## src/rtl/clk_period_mon.sv

```systemverilog
`default_nettype none
// ============================================================================
// clk_period_mon : measures the half-period of an asynchronous mon_clk in clk
//                  cycles and reports lock, too-fast and stuck status.
// Revision       : 1.0  initial release
// ============================================================================
module clk_period_mon #(
  parameter int SYNC_STAGES = 2,
  parameter int CNT_W       = 16,
  parameter int LOCK_CNT    = 4
) (
  input  logic             clk,
  input  logic             rst_n,
  input  logic             mon_clk,
  input  logic             en,
  input  logic             clear,
  input  logic [CNT_W-1:0] min_half,
  input  logic [CNT_W-1:0] max_half,
  output logic [CNT_W-1:0] half_period,
  output logic             meas_valid,
  output logic             locked,
  output logic             too_fast,
  output logic             stuck
);

  typedef enum logic [1:0] {
    ST_IDLE    = 2'd0,
    ST_ACQUIRE = 2'd1,
    ST_MEASURE = 2'd2,
    ST_FAULT   = 2'd3
  } state_t;

  localparam logic [3:0] LOCK_MAX = 4'(LOCK_CNT);

  state_t                 state_q, state_d;
  logic [SYNC_STAGES-1:0] sync_q, sync_d;
  logic                   hist_q, hist_d;
  logic [CNT_W-1:0]       cnt_q, cnt_d;
  logic [CNT_W-1:0]       half_period_q, half_period_d;
  logic                   meas_valid_q, meas_valid_d;
  logic                   locked_q, locked_d;
  logic                   too_fast_q, too_fast_d;
  logic                   stuck_q, stuck_d;
  logic [3:0]             lock_cnt_q, lock_cnt_d;

  logic                   mon_edge;
  logic                   timeout;
  logic                   short_meas;
  logic                   new_fast;
  logic                   new_stuck;
  logic [CNT_W:0]         cnt_inc;
  logic [CNT_W-1:0]       meas_val;

  always_ff @(posedge clk or negedge rst_n) begin
    if (!rst_n) begin
      state_q       <= ST_IDLE;
      sync_q        <= '0;
      hist_q        <= 1'b0;
      cnt_q         <= '0;
      half_period_q <= '0;
      meas_valid_q  <= 1'b0;
      locked_q      <= 1'b0;
      too_fast_q    <= 1'b0;
      stuck_q       <= 1'b0;
      lock_cnt_q    <= '0;
    end else begin
      state_q       <= state_d;
      sync_q        <= sync_d;
      hist_q        <= hist_d;
      cnt_q         <= cnt_d;
      half_period_q <= half_period_d;
      meas_valid_q  <= meas_valid_d;
      locked_q      <= locked_d;
      too_fast_q    <= too_fast_d;
      stuck_q       <= stuck_d;
      lock_cnt_q    <= lock_cnt_d;
    end
  end

  always_comb begin
    sync_d     = {sync_q[SYNC_STAGES-2:0], mon_clk};
    hist_d     = sync_q[SYNC_STAGES-1];
    mon_edge   = sync_q[SYNC_STAGES-1] ^ hist_q;
    cnt_inc    = {1'b0, cnt_q} + (CNT_W+1)'(1);
    meas_val   = cnt_inc[CNT_W] ? '1 : cnt_inc[CNT_W-1:0];
    short_meas = cnt_inc < {1'b0, min_half};
    // An edge on the max_half cycle is a valid measurement, not a timeout
    timeout    = !mon_edge && (cnt_q == max_half);

    state_d       = state_q;
    cnt_d         = mon_edge ? '0 : ((&cnt_q) ? cnt_q : cnt_q + CNT_W'(1));
    half_period_d = half_period_q;
    meas_valid_d  = 1'b0;
    too_fast_d    = too_fast_q;
    stuck_d       = stuck_q;
    lock_cnt_d    = lock_cnt_q;
    new_fast      = 1'b0;
    new_stuck     = 1'b0;

    case (state_q)
      ST_IDLE: begin
        cnt_d = '0;
        if (en) state_d = ST_ACQUIRE;
      end
      ST_ACQUIRE: begin
        if (mon_edge) begin
          state_d = ST_MEASURE;
        end else if (timeout) begin
          stuck_d = 1'b1;
          state_d = ST_FAULT;
        end
      end
      ST_MEASURE: begin
        if (mon_edge) begin
          half_period_d = meas_val;
          meas_valid_d  = 1'b1;
          if (short_meas) begin
            too_fast_d = 1'b1;
            lock_cnt_d = '0;
            state_d    = ST_FAULT;
          end else if (lock_cnt_q != LOCK_MAX) begin
            lock_cnt_d = lock_cnt_q + 4'd1;
          end
        end else if (timeout) begin
          stuck_d    = 1'b1;
          lock_cnt_d = '0;
          state_d    = ST_FAULT;
        end
      end
      ST_FAULT: begin
        if (mon_edge) begin
          half_period_d = meas_val;
          meas_valid_d  = 1'b1;
          new_fast      = short_meas;
        end else begin
          // A saturated counter sitting on max_half must not re-trigger forever
          new_stuck = timeout && !stuck_q;
        end
        if (clear) begin
          too_fast_d = 1'b0;
          stuck_d    = 1'b0;
          lock_cnt_d = '0;
        end
        if (new_fast)  too_fast_d = 1'b1;
        if (new_stuck) stuck_d    = 1'b1;
        if (clear && !(new_fast || new_stuck)) begin
          state_d = ST_ACQUIRE;
          cnt_d   = '0;
        end
      end
      default: state_d = ST_IDLE;
    endcase

    if (!en) begin
      state_d       = ST_IDLE;
      cnt_d         = '0;
      half_period_d = '0;
      meas_valid_d  = 1'b0;
      too_fast_d    = 1'b0;
      stuck_d       = 1'b0;
      lock_cnt_d    = '0;
    end

    locked_d = (state_d == ST_MEASURE) && (lock_cnt_q == LOCK_MAX);
  end

  assign half_period = half_period_q;
  assign meas_valid  = meas_valid_q;
  assign locked      = locked_q;
  assign too_fast    = too_fast_q;
  assign stuck       = stuck_q;

endmodule
`default_nettype wire

```

## config.mk

```make
export PLATFORM = sky130hd
export DESIGN_NAME = clk_period_mon
export DESIGN_NICKNAME = d
export VERILOG_FILES = /design/src/rtl/clk_period_mon.sv
export SDC_FILE = /design/constraint.sdc
export NUM_CORES = 1
export LEC_CHECK = 0
export ABC_AREA = 1
export BUFFER_PORTS_ARGS = -buffer_cell sky130_fd_sc_hd__buf_2
export CAP_MARGIN = 30
export CORE_UTILIZATION = 56
export DETAILED_ROUTE_END_ITERATION = 10
export GPL_TIMING_DRIVEN = 0
export PLACE_DENSITY = 0.8
export REMOVE_ABC_BUFFERS = 1
export SYNTH_ARGS = -nofsm -noshare
export SYNTH_HDL_FRONTEND = slang
export SYNTH_SLANG_ARGS = --single-unit
```

## constraint.sdc

```tcl
create_clock -name clk -period 3.1 [get_ports clk]
set_input_delay 0.155 -clock clk [delete_from_list [all_inputs] [get_ports clk]]
set_output_delay 0.155 -clock clk [all_outputs]
set_load 0.1 [all_outputs]
```

==> metrics.md, run 1 <==
| Metric | Value |
|---|---|
| Status | finished, final reports clean |
| CTS tree | yes |
| WHS | approximately 0.17 ns |
| Yosys reg bits | 45 |
| Pwr per Cell Area | just over 300 nW/µm² |
| GR met1 Demand/Resource | 0.306 |
| Lkg Pwr | 2.10 nW |
| Grt peak-use layer | met2 |
| Slew Viols, Final | 0 |
| Setup crit end kind | register |
| Synth async-reset ratio | 1.00 |
| Clk slew on worst S/H paths | 0.08 ns |
| Mean Syn Cell Area | between 7 and 8 µm² |
| Die height | between 70 and 80 µm |
| Initial Util | 0.592 |
| Top-count cell post-synth | inv_1 |
| Primary FF master, synth | dfrtp_1 |
| Cell Area, Placed | roughly 3400 µm² |
| Vias | between 2000 and 3000 |
| Design area | around 3700 µm² |
| Peak VDD IR | around 0.00028 V |
| WP data required | around 3.3 ns |
| Final WL | between 6000 and 7000 µm |
| Root buffer cell | clkbuf_8 |
| Row count | 26 |
| Setup CP Type | reg2reg |
| WL/cell | ~12 µm |
| CTS sink count | 45 |
| CORE AREA | between 5000 and 6000 µm² |
| Fin crit share | 0.929 |
| 1st-iter DRT viols | ~140 |
| Overflow after GRT | 0 |
| Hold Fails Final Rpt | 0 |
| Worst-Skew Late Latency | between 0.2 and 0.3 ns |
| Setup-failing EPs final | 0 |
| CTS Buf Count | 5 |
| Syn Inst Count | roughly 440 |
| Antenna violations before repair | 0 |
| Tot GR Track Use | 0.247 |
| Final setup TNS | 0 ns |
| H-tree depth | 2 |
| Area added between synthesis and finish | 20.0% |
| I/O pin count | between 50 and 60 |
| Largest net degree at the start of global routing | 35 |
| FMAX | about 0.35 GHz |
| Crit path max fanout | 7 |
| First-pass GRT wire length | 11500 µm |
| EDFF count, synth | 0 |
| Worst Setup Slack, final | approximately 0.22 ns |
| Met2 global-route usage | 0.445 |
| Die area | 5770 µm² |
| Vias in the first global route | roughly 2700 |
| Post-synthesis sequential area ratio | 0.367 |
| Yosys cell types | 29 |
| Inserted Diodes | 0 |
| Top post-synthesis cells by area | dfrtp_1 (37%), inv_1 (13%), nand2_1 (12%) |
| Drc violations | 0 |
| Transition time of the tightest slew-check pin | 0.556 ns |
| Final ANT Viol Nets | 0 |
| Final min period | ~2.9 ns |
| Final total power | 0.00114 W |
| Final #Nets | around 570 |
| Pre-CTS setup slack | -0.0111 ns |
| Cell Area, Synth | slightly above 3000 µm² |
| Gpl congestion | 0.899 |
| 1st-pass router iterations | 4 |
| Yosys warns | 0 |
| Met3 usage | 0.0347 |
| Post-synth top area share | 0.367 |
| Area leader, netlist | dfrtp_1 |
| Hold Path Class | in2reg |
| Startpoint types | register |
| Chip width | 76.0 µm |
| Slew HR | 0.629 |
| Post-DP HPWL | between 4000 and 5000 µm |
| Port bufs | 56 |
| Share of cells above drive strength 1 | 0.229 |
| Top cells by count, synth | inv_1 (103), nand2_1 (101), nor2_1 (57) |
| Via density | just under 5 |
| Clk_skew | around 0.011 ns |
| CTS max path bufs | 2 |
| Max_cap viols | 0 |
| WP data arrival | about 3.1 ns |
[cell families after synthesis]
| family | Yosys count | share of synthesized area |
|---|---|---|
| AO/OA/AOI/OAI | 44 | 0.0800 |
| XOR/XNOR | 11 | 0.0314 |
| adder cells (fa/ha/maj) | 23 | 0.0939 |
| buffers and inverters | 110 | 0.141 |
| flip-flops | 45 | 0.367 |
| AND/OR/NAND/NOR | 202 | 0.286 |
[worst max-delay path, stage by stage, from the launching register on]
cell     delay, ns
dfrtp_1       0.42
nand3_2       0.10
nor2_2        0.13
inv_1         0.08
nor2_2        0.15
nand3_2       0.11
inv_1         0.07
nand2_1       0.06
o21ai_0       0.16
nand2_1       0.07
inv_1         0.08
ha_1          0.22
nand2_1       0.06
inv_1         0.05
nand2_1       0.06
nand2_1       0.06
nand2_1       0.07
nand2_1       0.06
nor2_2        0.13
nand2_2       0.09
inv_2         0.07
nor2_2        0.04
nor2_4        0.19
buf_4         0.15
nand2_1       0.04
o21ai_0       0.08
[what timing repair did]
action | 4_1_cts | 5_1_grt
resized for setup | 2 | 18
hold buffers | 2 | 0
endpoints found under the setup margin | 17 | 24
pin swaps | 0 | 5
buffers inserted | 1 | 9
endpoints found under the hold margin | 12 | 0
[flip-flops by register name, summed over array words and instances, names as in the netlist]
signal / flops
stuck: 1
lock_cnt_q: 4
state_q: 2
locked: 1
hist_q: 1
too_fast: 1
cnt_q: 16
sync_q: 2
meas_valid: 1
half_period: 16
[final cells by class]
type	count	area (µm²)
clock buffer	7	86.3
fill	421	1490
inverter	105	394
multi-input combinational	280	1580
sequential	45	1130
tap	70	87.6
timing repair buffer	70	403
[layout by cell type, fill, tap and decap left out, types with 4 or more instances in the layout]
| cell type | n |
|---|---|
| o22ai_1 | 14 |
| nor2_1 | 53 |
| a21oi_1 | 8 |
| buf_2 | 56 |
| dfrtp_1 | 44 |
| nand2_2 | 4 |
| nand3_1 | 14 |
| inv_1 | 101 |
| nor2_2 | 15 |
| buf_4 | 11 |
| o21ai_0 | 16 |
| ha_1 | 22 |
| nand2_1 | 99 |
| nor2_4 | 4 |
| clkbuf_8 | 6 |
| nand3_2 | 5 |
| xor2_1 | 9 |
| inv_2 | 4 |
[through the flow]
| stage | std cells | util |
|---|---|---|
| 2_1_floorplan | 430 | - |
| 3_3_place_gp | 556 | 0.656 |
| 3_5_place_dp | 558 | 0.662 |
| 4_1_cts | 568 | 0.684 |
| 5_1_grt | 577 | 0.711 |
| 6_report | 577 | 0.711 |
[where the power goes]
part	switching (W)	leakage [nW]	internal, W
clock	0.000190	0.0443	0.000177
combinational	0.000117	1.44	0.0000604
sequential	0.00000609	0.614	0.000595
[per-layer routing]
layer,part of all wire,up-vias
li1,-,1459
met3,0.036,4
met5,0,-
met4,0.010,0
met1,0.46,1262
met2,0.50,60
[path summary, 6_finish.rpt]
kind / from / endpoint / depth (start not counted) / slack [ns]
min in group asynchronous: rst_n / half_period[3] / 2 / 0.27
setup / recovery: cnt_q[2] / lock_cnt_q[3] / 25 / 0.22
hold / removal: en / too_fast / 3 / 0.17
max in group asynchronous: rst_n / cnt_q[0] / 3 / 2.33
hold reg to reg: sync_q[0] / sync_q[1] / 0 / 0.36
setup reg to reg: cnt_q[2] / lock_cnt_q[3] / 25 / 0.22
No activity file was read; power rests on OpenSTA's default activity.
==> run 2: changes to the inputs <==
--- a/config.mk
+++ b/config.mk
@@ -8,10 +8,13 @@
 export ABC_AREA = 1
 export BUFFER_PORTS_ARGS = -buffer_cell sky130_fd_sc_hd__buf_2
 export CAP_MARGIN = 30
-export CORE_UTILIZATION = 56
+export CELL_PAD_IN_SITES_DETAIL_PLACEMENT = 1
+export CELL_PAD_IN_SITES_GLOBAL_PLACEMENT = 2
+export CORE_UTILIZATION = 31
+export CTS_CLUSTER_SIZE = 24
 export DETAILED_ROUTE_END_ITERATION = 10
 export GPL_TIMING_DRIVEN = 0
-export PLACE_DENSITY = 0.8
+export PLACE_DENSITY_LB_ADDON = 0.1
 export REMOVE_ABC_BUFFERS = 1
 export SYNTH_ARGS = -nofsm -noshare
 export SYNTH_HDL_FRONTEND = slang
==> run 2 against run 1 <==
  * Clock power increased by 31%
  * Final area increased by 4.2%
  * Maximum frequency decreased by 0.58%
  * Flip-flop and latch count unchanged
  * Routed wire length increased by 27%
  * Hold slack improved by 0.0054 ns
  * Global-route usage decreased by 6.8 points
  * Total power increased by 11%
  * Critical path depth decreased by 4
  * First-iteration DRC count decreased by 79%
  * Utilization decreased by 30 points
  * Register-to-register slack got worse by 0.02 ns
==> metrics.md, run 2 (synthesis results as in run 1) <==
| Metric | Value |
|---|---|
| Status | finished, final reports clean |
| Final ANT Viol Nets | 0 (unchanged) |
| Pwr per Cell Area | 332 nW/µm² (+6.5%) |
| Clk slew on worst S/H paths | 0.09 ns (about the same) |
| Largest net degree at the start of global routing | 25 (-29%) |
| Chip width | 101 µm (+34%) |
| H-tree depth | 2 (unchanged) |
| Tot GR Track Use | 0.179 (-0.0685) |
| Most frequent cells in the layout | nand2_1 (100), inv_1 (99), buf_2 (56) |
| Final core occ | 0.407 (-0.304) |
| 1st-pass router iterations | 4 (unchanged) |
| Most common cell after layout, fill and taps aside | nand2_1 |
| Max_cap viols | 0 (unchanged) |
| FMAX | 0.345 GHz (-0.58%) |
| Peak VDD IR | 0.000130 V (-53%) |
| R2r startpoint | cnt_q[0] |
| I/O pin count | 57 (unchanged) |
| Antenna violations before repair | 0 (unchanged) |
| Share of cells above drive strength 1 | 0.239 (+0.0103) |
| CORE AREA | 9420 µm² (+82%) |
| CTS tree | yes |
| Final WL | 8550 µm (+27%) |
| Post-DP HPWL | 6550 µm (+32%) |
| Root buffer cell | clkbuf_8 |
| Crit path max fanout | 8 (+1) |
| Inserted Diodes | 0 (unchanged) |
| Final min period | 2.90 ns (+0.0168 ns) |
| Reg2reg end | cnt_q[15] |
| Die height | 101 µm (+34%) |
| Lkg Pwr | 2.11 nW (+0.53%) |
| Pre-CTS setup slack | -0.154 ns (-0.143 ns) |
| Non-filler cells, final | 635 (+10%) |
| First-pass GRT wire length | 14100 µm (+22%) |
| Critical Path Start | cnt_q[0] |
| WP data arrival | 3.14 ns (+0.05 ns) |
| CTS max path bufs | 2 (unchanged) |
| WL/cell | 13.5 µm (+15%) |
| WP data required | 3.34 ns (+0.03 ns) |
| Die area | 10300 µm² (+78%) |
| Cells after DPL | 616 (+10%) |
| Worst-Skew Late Latency | 0.31 ns (+0.02 ns) |
| Port bufs | 56 (unchanged) |
| Clk_skew | 0.00959 ns (-0.00179 ns) |
| Startpoint types | register |
| Setup CP Type | reg2reg |
| Setup-failing EPs final | 0 (unchanged) |
| Fin crit share | 0.934 (+0.00542) |
| Vias in the first global route | 2956 (+8.0%) |
| Drc violations | 0 (unchanged) |
| Vias | 2815 (+1.1%) |
| WHS | 0.174 ns (+0.00540 ns) |
| Via density | 4.43 (-8.2%) |
| Transition time of the tightest slew-check pin | 0.866 ns (+0.310 ns) |
| Setup crit end kind | register |
| Area added between synthesis and finish | 25.1% |
| Initial Util | 0.325 (-0.267) |
| R2R depth | 21 (-16%) |
| Worst setup endpoint | cnt_q[15] |
| Hold Fails Final Rpt | 0 (unchanged) |
| Slew HR | 0.421 (-0.208) |
| Final #Nets | 565 (-0.35%) |
| Gpl congestion | 0.772 (-14%) |
| Hold Path Class | in2reg |
| Row count | 35 (+35%) |
| CTS sink count | 45 (unchanged) |
| 1st-iter DRT viols | 30 (-79%) |
| Overflow after GRT | 0 (unchanged) |
| CTS Buf Count | 5 (unchanged) |
| Worst Setup Slack, final | 0.204 ns (-0.0168 ns) |
| Slew Viols, Final | 0 (unchanged) |
| R2R Setup Slk | 0.20 ns (-0.02 ns) |
==> run 2: critical path: stages, from the launching register on <==
cell and delay (ns):
dfrtp_2 0.45, nand3_4 0.10, nor2_4 0.12, inv_2 0.06
nor2_4 0.13, nand3_4 0.10, nor2_4 0.12, nand2_1 0.09
xor2_2 0.18, inv_1 0.10, ha_1 0.18, a21oi_1 0.14
nor2_1 0.05, nor2_1 0.08, nand2_1 0.07, nor2_2 0.14
nand3_2 0.11, nand3_2 0.09, nand2_1 0.08, nand2_4 0.17
nand2_8 0.10, a21oi_1 0.15
==> run 2: what timing repair did <==
action                     CTS  global route
cloned                       0             1
setup endpoints to repair   21            24
pin swaps                    0            11
hold endpoints to repair    22             0
hold buffers                 2             0
setup buffers                3             5
gates resized for setup      3            31
==> run 2: final cells by class <==
cell class / count / area (µm²)
fillers: 1201 / 5580
multi-input cells: 281 / 1650
flip-flops and latches: 45 / 1130
inverters: 105 / 394
repair buffers: 67 / 380
well taps: 129 / 161
clock buffers: 7 / 86.3
clock inverters: 1 / 30.0
==> run 2: worst min path at each step <==
stage	end	cells past startpoint	slack, ns	from
floorplan	cnt_q[0]	0	-0.14	rst_n
global placement	sync_q[0]	1	0.27	mon_clk
detailed placement	state_q[0]	1	0.18	rst_n
CTS	too_fast	3	0.17	en
global route	too_fast	3	0.17	en
finish	too_fast	3	0.17	en
==> run 2: through the flow <==
stage	TNS, ns	instance area (µm²)	total power (W)
after floorplan	0	3030	0.000715
after global placement	-1.32	3470	0.000780
after detailed placement	-1.97	3490	0.000789
after CTS	0	3660	0.00128
after global routing	-0.118	3830	0.00133
final	0	3830	0.00127
==> run 2: where the power goes <==
part	switching, W	internal [W]
registers	0.00000665	0.000595
logic	0.000129	0.0000614
clock network	0.000216	0.000263
==> run 2: routing by layer <==
metal	part of all wire	up-vias	global-route usage	routed length, µm
li1	-	1449	-	-
met1	0.46	1320	0.223	3970
met2	0.50	38	0.323	4270
met3	0.027	8	0.0269	229
met4	0.0097	0	0.0435	83
met5	0	-	0	0
==> run 3: changes to the inputs <==
--- a/config.mk
+++ b/config.mk
@@ -5,12 +5,12 @@
 export SDC_FILE = /design/constraint.sdc
 export NUM_CORES = 1
 export LEC_CHECK = 0
-export ABC_AREA = 1
 export BUFFER_PORTS_ARGS = -buffer_cell sky130_fd_sc_hd__buf_2
 export CAP_MARGIN = 30
 export CELL_PAD_IN_SITES_DETAIL_PLACEMENT = 1
 export CELL_PAD_IN_SITES_GLOBAL_PLACEMENT = 2
-export CORE_UTILIZATION = 31
+export CORE_MARGIN = 2
+export CORE_UTILIZATION = 34
 export CTS_CLUSTER_SIZE = 24
 export DETAILED_ROUTE_END_ITERATION = 10
 export GPL_TIMING_DRIVEN = 0
==> run 3 against run 2 <==
  * Routed wire length down 7.0%
  * Synthesized area down 7.9%
  * Register-to-register slack worse by 0.18 ns
  * Worst setup slack worse by 0.18 ns
  * Die area down 12%
  * Highest routed layer unchanged
==> metrics.md, run 3 <==
| Metric | Value |
|---|---|
| Status | finished, final reports clean |
| Top post-synthesis cells by area | dfrtp_1 (40%), ha_1 (10%), nor2_1 (6.5%) |
| Peak VDD IR | 0.000172 V (+33%) |
| Area added between synthesis and finish | 30.1% |
| Cells after DPL | 458 (-26%) |
| Gpl congestion | 0.762 (-1.3%) |
| CTS max path bufs | 2 (unchanged) |
| Slew HR | 0.511 (+0.0906) |
| Pre-CTS setup slack | -0.534 ns (-0.380 ns) |
| Yosys reg bits | 45 (unchanged) |
| Via density | 4.99 (+12%) |
| Most frequent cells in the layout | buf_2 (56), nor2_1 (41), dfrtp_1 (37) |
| Final setup TNS | 0 ns (unchanged) |
| Top cells by count, synth | nor2_1 (49), dfrtp_1 (45), inv_1 (27) |
| FMAX | 0.325 GHz (-5.8%) |
| Mean Syn Cell Area | 9.31 µm² (+32%) |
| Clock Power Share | 0.385 (+0.008) |
| Setup CP Type | reg2reg |
| Top-count cell post-synth | nor2_1 |
| WP data arrival | 3.27 ns (+0.13 ns) |
| I/O pin count | 57 (unchanged) |
| Vias in the first global route | 2470 (-16%) |
| Hold Fails Final Rpt | 0 (unchanged) |
| Row count | 33 (-5.7%) |
| Clk_skew | 0.0110 ns (+0.00143 ns) |
| Pwr per Cell Area | 335 nW/µm² (+1.2%) |
| Final core occ | 0.451 (+0.0441) |
| Sequential fraction of design power | 0.486 (+0.013) |
| First-pass GRT wire length | 12400 µm (-12%) |
| Area leader, netlist | dfrtp_1 |
| Port bufs | 56 (unchanged) |
| Overflow after GRT | 0 (unchanged) |
| Clk slew on worst S/H paths | 0.09 ns (about the same) |
| Hold Path Class | in2reg |
| Internal Power | 0.000917 W (-0.26%) |
| Initial Util | 0.347 (+0.0214) |
| Yosys cell types | 45 (+55%) |
| WL/cell | 16.4 µm (+22%) |
| Primary FF master, synth | dfrtp_1 |
| 1st-pass router iterations | 4 (unchanged) |
| Transition time of the tightest slew-check pin | 0.731 ns (-0.135 ns) |
| Switching power total | 0.000314 W (-11%) |
| Yosys warns | 0 (unchanged) |
| Max_cap viols | 0 (unchanged) |
| Worst-Skew Late Latency | 0.30 ns (about the same) |
| Slew Viols, Final | 0 (unchanged) |
| Fin crit share | 0.992 (+0.0579) |
| Hold path depth | 2 (-1) |
| Synth async-reset ratio | 1.00 (unchanged) |
| Root buffer cell | clkbuf_8 |
| Worst Setup Slack, final | 0.0239 ns (-0.180 ns) |
| Switching share of power | 0.255 (-0.0215) |
| Post-synthesis sequential area ratio | 0.399 (+0.0316) |
| Lkg Pwr | 1.79 nW (-15%) |
| Inserted Diodes | 0 (unchanged) |
| Tot GR Track Use | 0.181 (+0.00222) |
| Setup-failing EPs final | 0 (unchanged) |
| Final ANT Viol Nets | 0 (unchanged) |
| R2R Setup Slk | 0.02 ns (-0.18 ns) |
| 1st-iter DRT viols | 56 (+87%) |
| Post-DP HPWL | 5800 µm (-12%) |
| Vias | 2418 (-14%) |
| CTS tree | yes |
| Die area | 9040 µm² (-12%) |
| Cell Area, Synth | 2820 µm² (-7.9%) |
| R2R depth | 14 (-33%) |
| Startpoint types | register |
| Largest net degree at the start of global routing | 29 (+16%) |
| CTS Buf Count | 5 (unchanged) |
| Setup crit end kind | register |
| Die height | 95.1 µm (-6.2%) |
| Syn Inst Count | 303 (-30%) |
| RSZ-0062 raised after global routing | true |
| Most common cell after layout, fill and taps aside | buf_2 |
| WHS | 0.114 ns (-0.0594 ns) |
| Comb pwr share | 0.129 (-0.021) |
| Crit path max fanout | 6 (-2) |
| Share of cells above drive strength 1 | 0.337 (+0.0977) |
| Final min period | 3.08 ns (+0.180 ns) |
| EDFF count, synth | 0 (unchanged) |
| Final WL | 7950 µm (-7.0%) |
| Chip width | 95.1 µm (-6.2%) |
| WP data required | 3.29 ns (-0.05 ns) |
| Post-synth top area share | 0.399 (+0.0316) |
| H-tree depth | 2 (unchanged) |
| CTS sink count | 45 (unchanged) |
| Final #Nets | 439 (-22%) |
| CORE AREA | 8130 µm² (-14%) |
| Non-filler cells, final | 485 (-24%) |
| Antenna violations before repair | 0 (unchanged) |
| Drc violations | 0 (unchanged) |
## run 3: logic make-up (layout without fill, tap and decap cells)
| kind of cell | after synthesis | after routing | synth area share |
|---|---|---|---|
| compound gates | 56 | 56 | 0.143 |
| simple gates | 108 | 108 | 0.195 |
| fa+ha+maj | 23 | 23 | 0.102 |
| xor+xnor | 32 | 32 | 0.0993 |
| mux | 3 | 3 | 0.0106 |
| flops | 45 | 45 | 0.399 |
| buf+inv | 36 | 113 | 0.0514 |
## run 3: per-layer routing
metal / track usage / share of wire
met4: 0.0399 / 0.0079
met5: 0 / 0
met3: 0.0292 / 0.036
met2: 0.310 / 0.49
met1: 0.241 / 0.47
## run 3: repair_timing
item,4_1_cts,5_1_grt
gates resized for setup,11,27
endpoints found under the hold margin,18,0
pin swaps,4,16
setup endpoints to repair,24,24
hold buffers,2,0
setup buffers,9,7
cloned,0,1
## run 3: power groups by stage
stage | registers (W) | clock network, W | logic (W)
after detailed placement | 0.000611 | 0 | 0.000142
after global routing | 0.000600 | 0.000506 | 0.000175
after floorplan | 0.000627 | 0 | 0.0000579
final | 0.000598 | 0.000473 | 0.000159
after CTS | 0.000598 | 0.000490 | 0.000154
after global placement | 0.000610 | 0 | 0.000136
## run 3: cell type report
type / count / area (µm²)
Tap cell: 105 / 131
Inverter: 27 / 101
Clock buffer: 7 / 86.3
Sequential cell: 45 / 1140
Clock inverter: 1 / 30.0
Timing Repair Buffer: 78 / 520
Fill cell: 952 / 4460
Multi-Input combinational cell: 222 / 1660
## run 3: worst max-delay path: stages (launching register included)
cell and delay [ns]:
dfrtp_2 0.37, and4_4 0.25, and4_4 0.27, nand3_4 0.09, nor2_4 0.14, xor2_2 0.08, ha_1 0.31, nand2_1 0.05
o21a_2 0.23, a21oi_2 0.18, a211oi_2 0.10, o31a_1 0.37, o211ai_4 0.27, clkbuf_16 0.22, nor2_2 0.04
## run 3: metrics by stage
step / total power (W) / area (µm²)
after global placement: 0.000747 / 3190
after floorplan: 0.000685 / 2780
after global routing: 0.00128 / 3670
after detailed placement: 0.000753 / 3250
after CTS: 0.00124 / 3500
final: 0.00123 / 3670
## run 3: final timing paths
check                      startpoint              end
setup / recovery             cnt_q[3]        cnt_q[12]
hold / removal                  clear            stuck
setup reg to reg             cnt_q[3]        cnt_q[12]
hold reg to reg             sync_q[0]        sync_q[1]
max in group asynchronous       rst_n         cnt_q[3]
min in group asynchronous       rst_n  half_period[11]
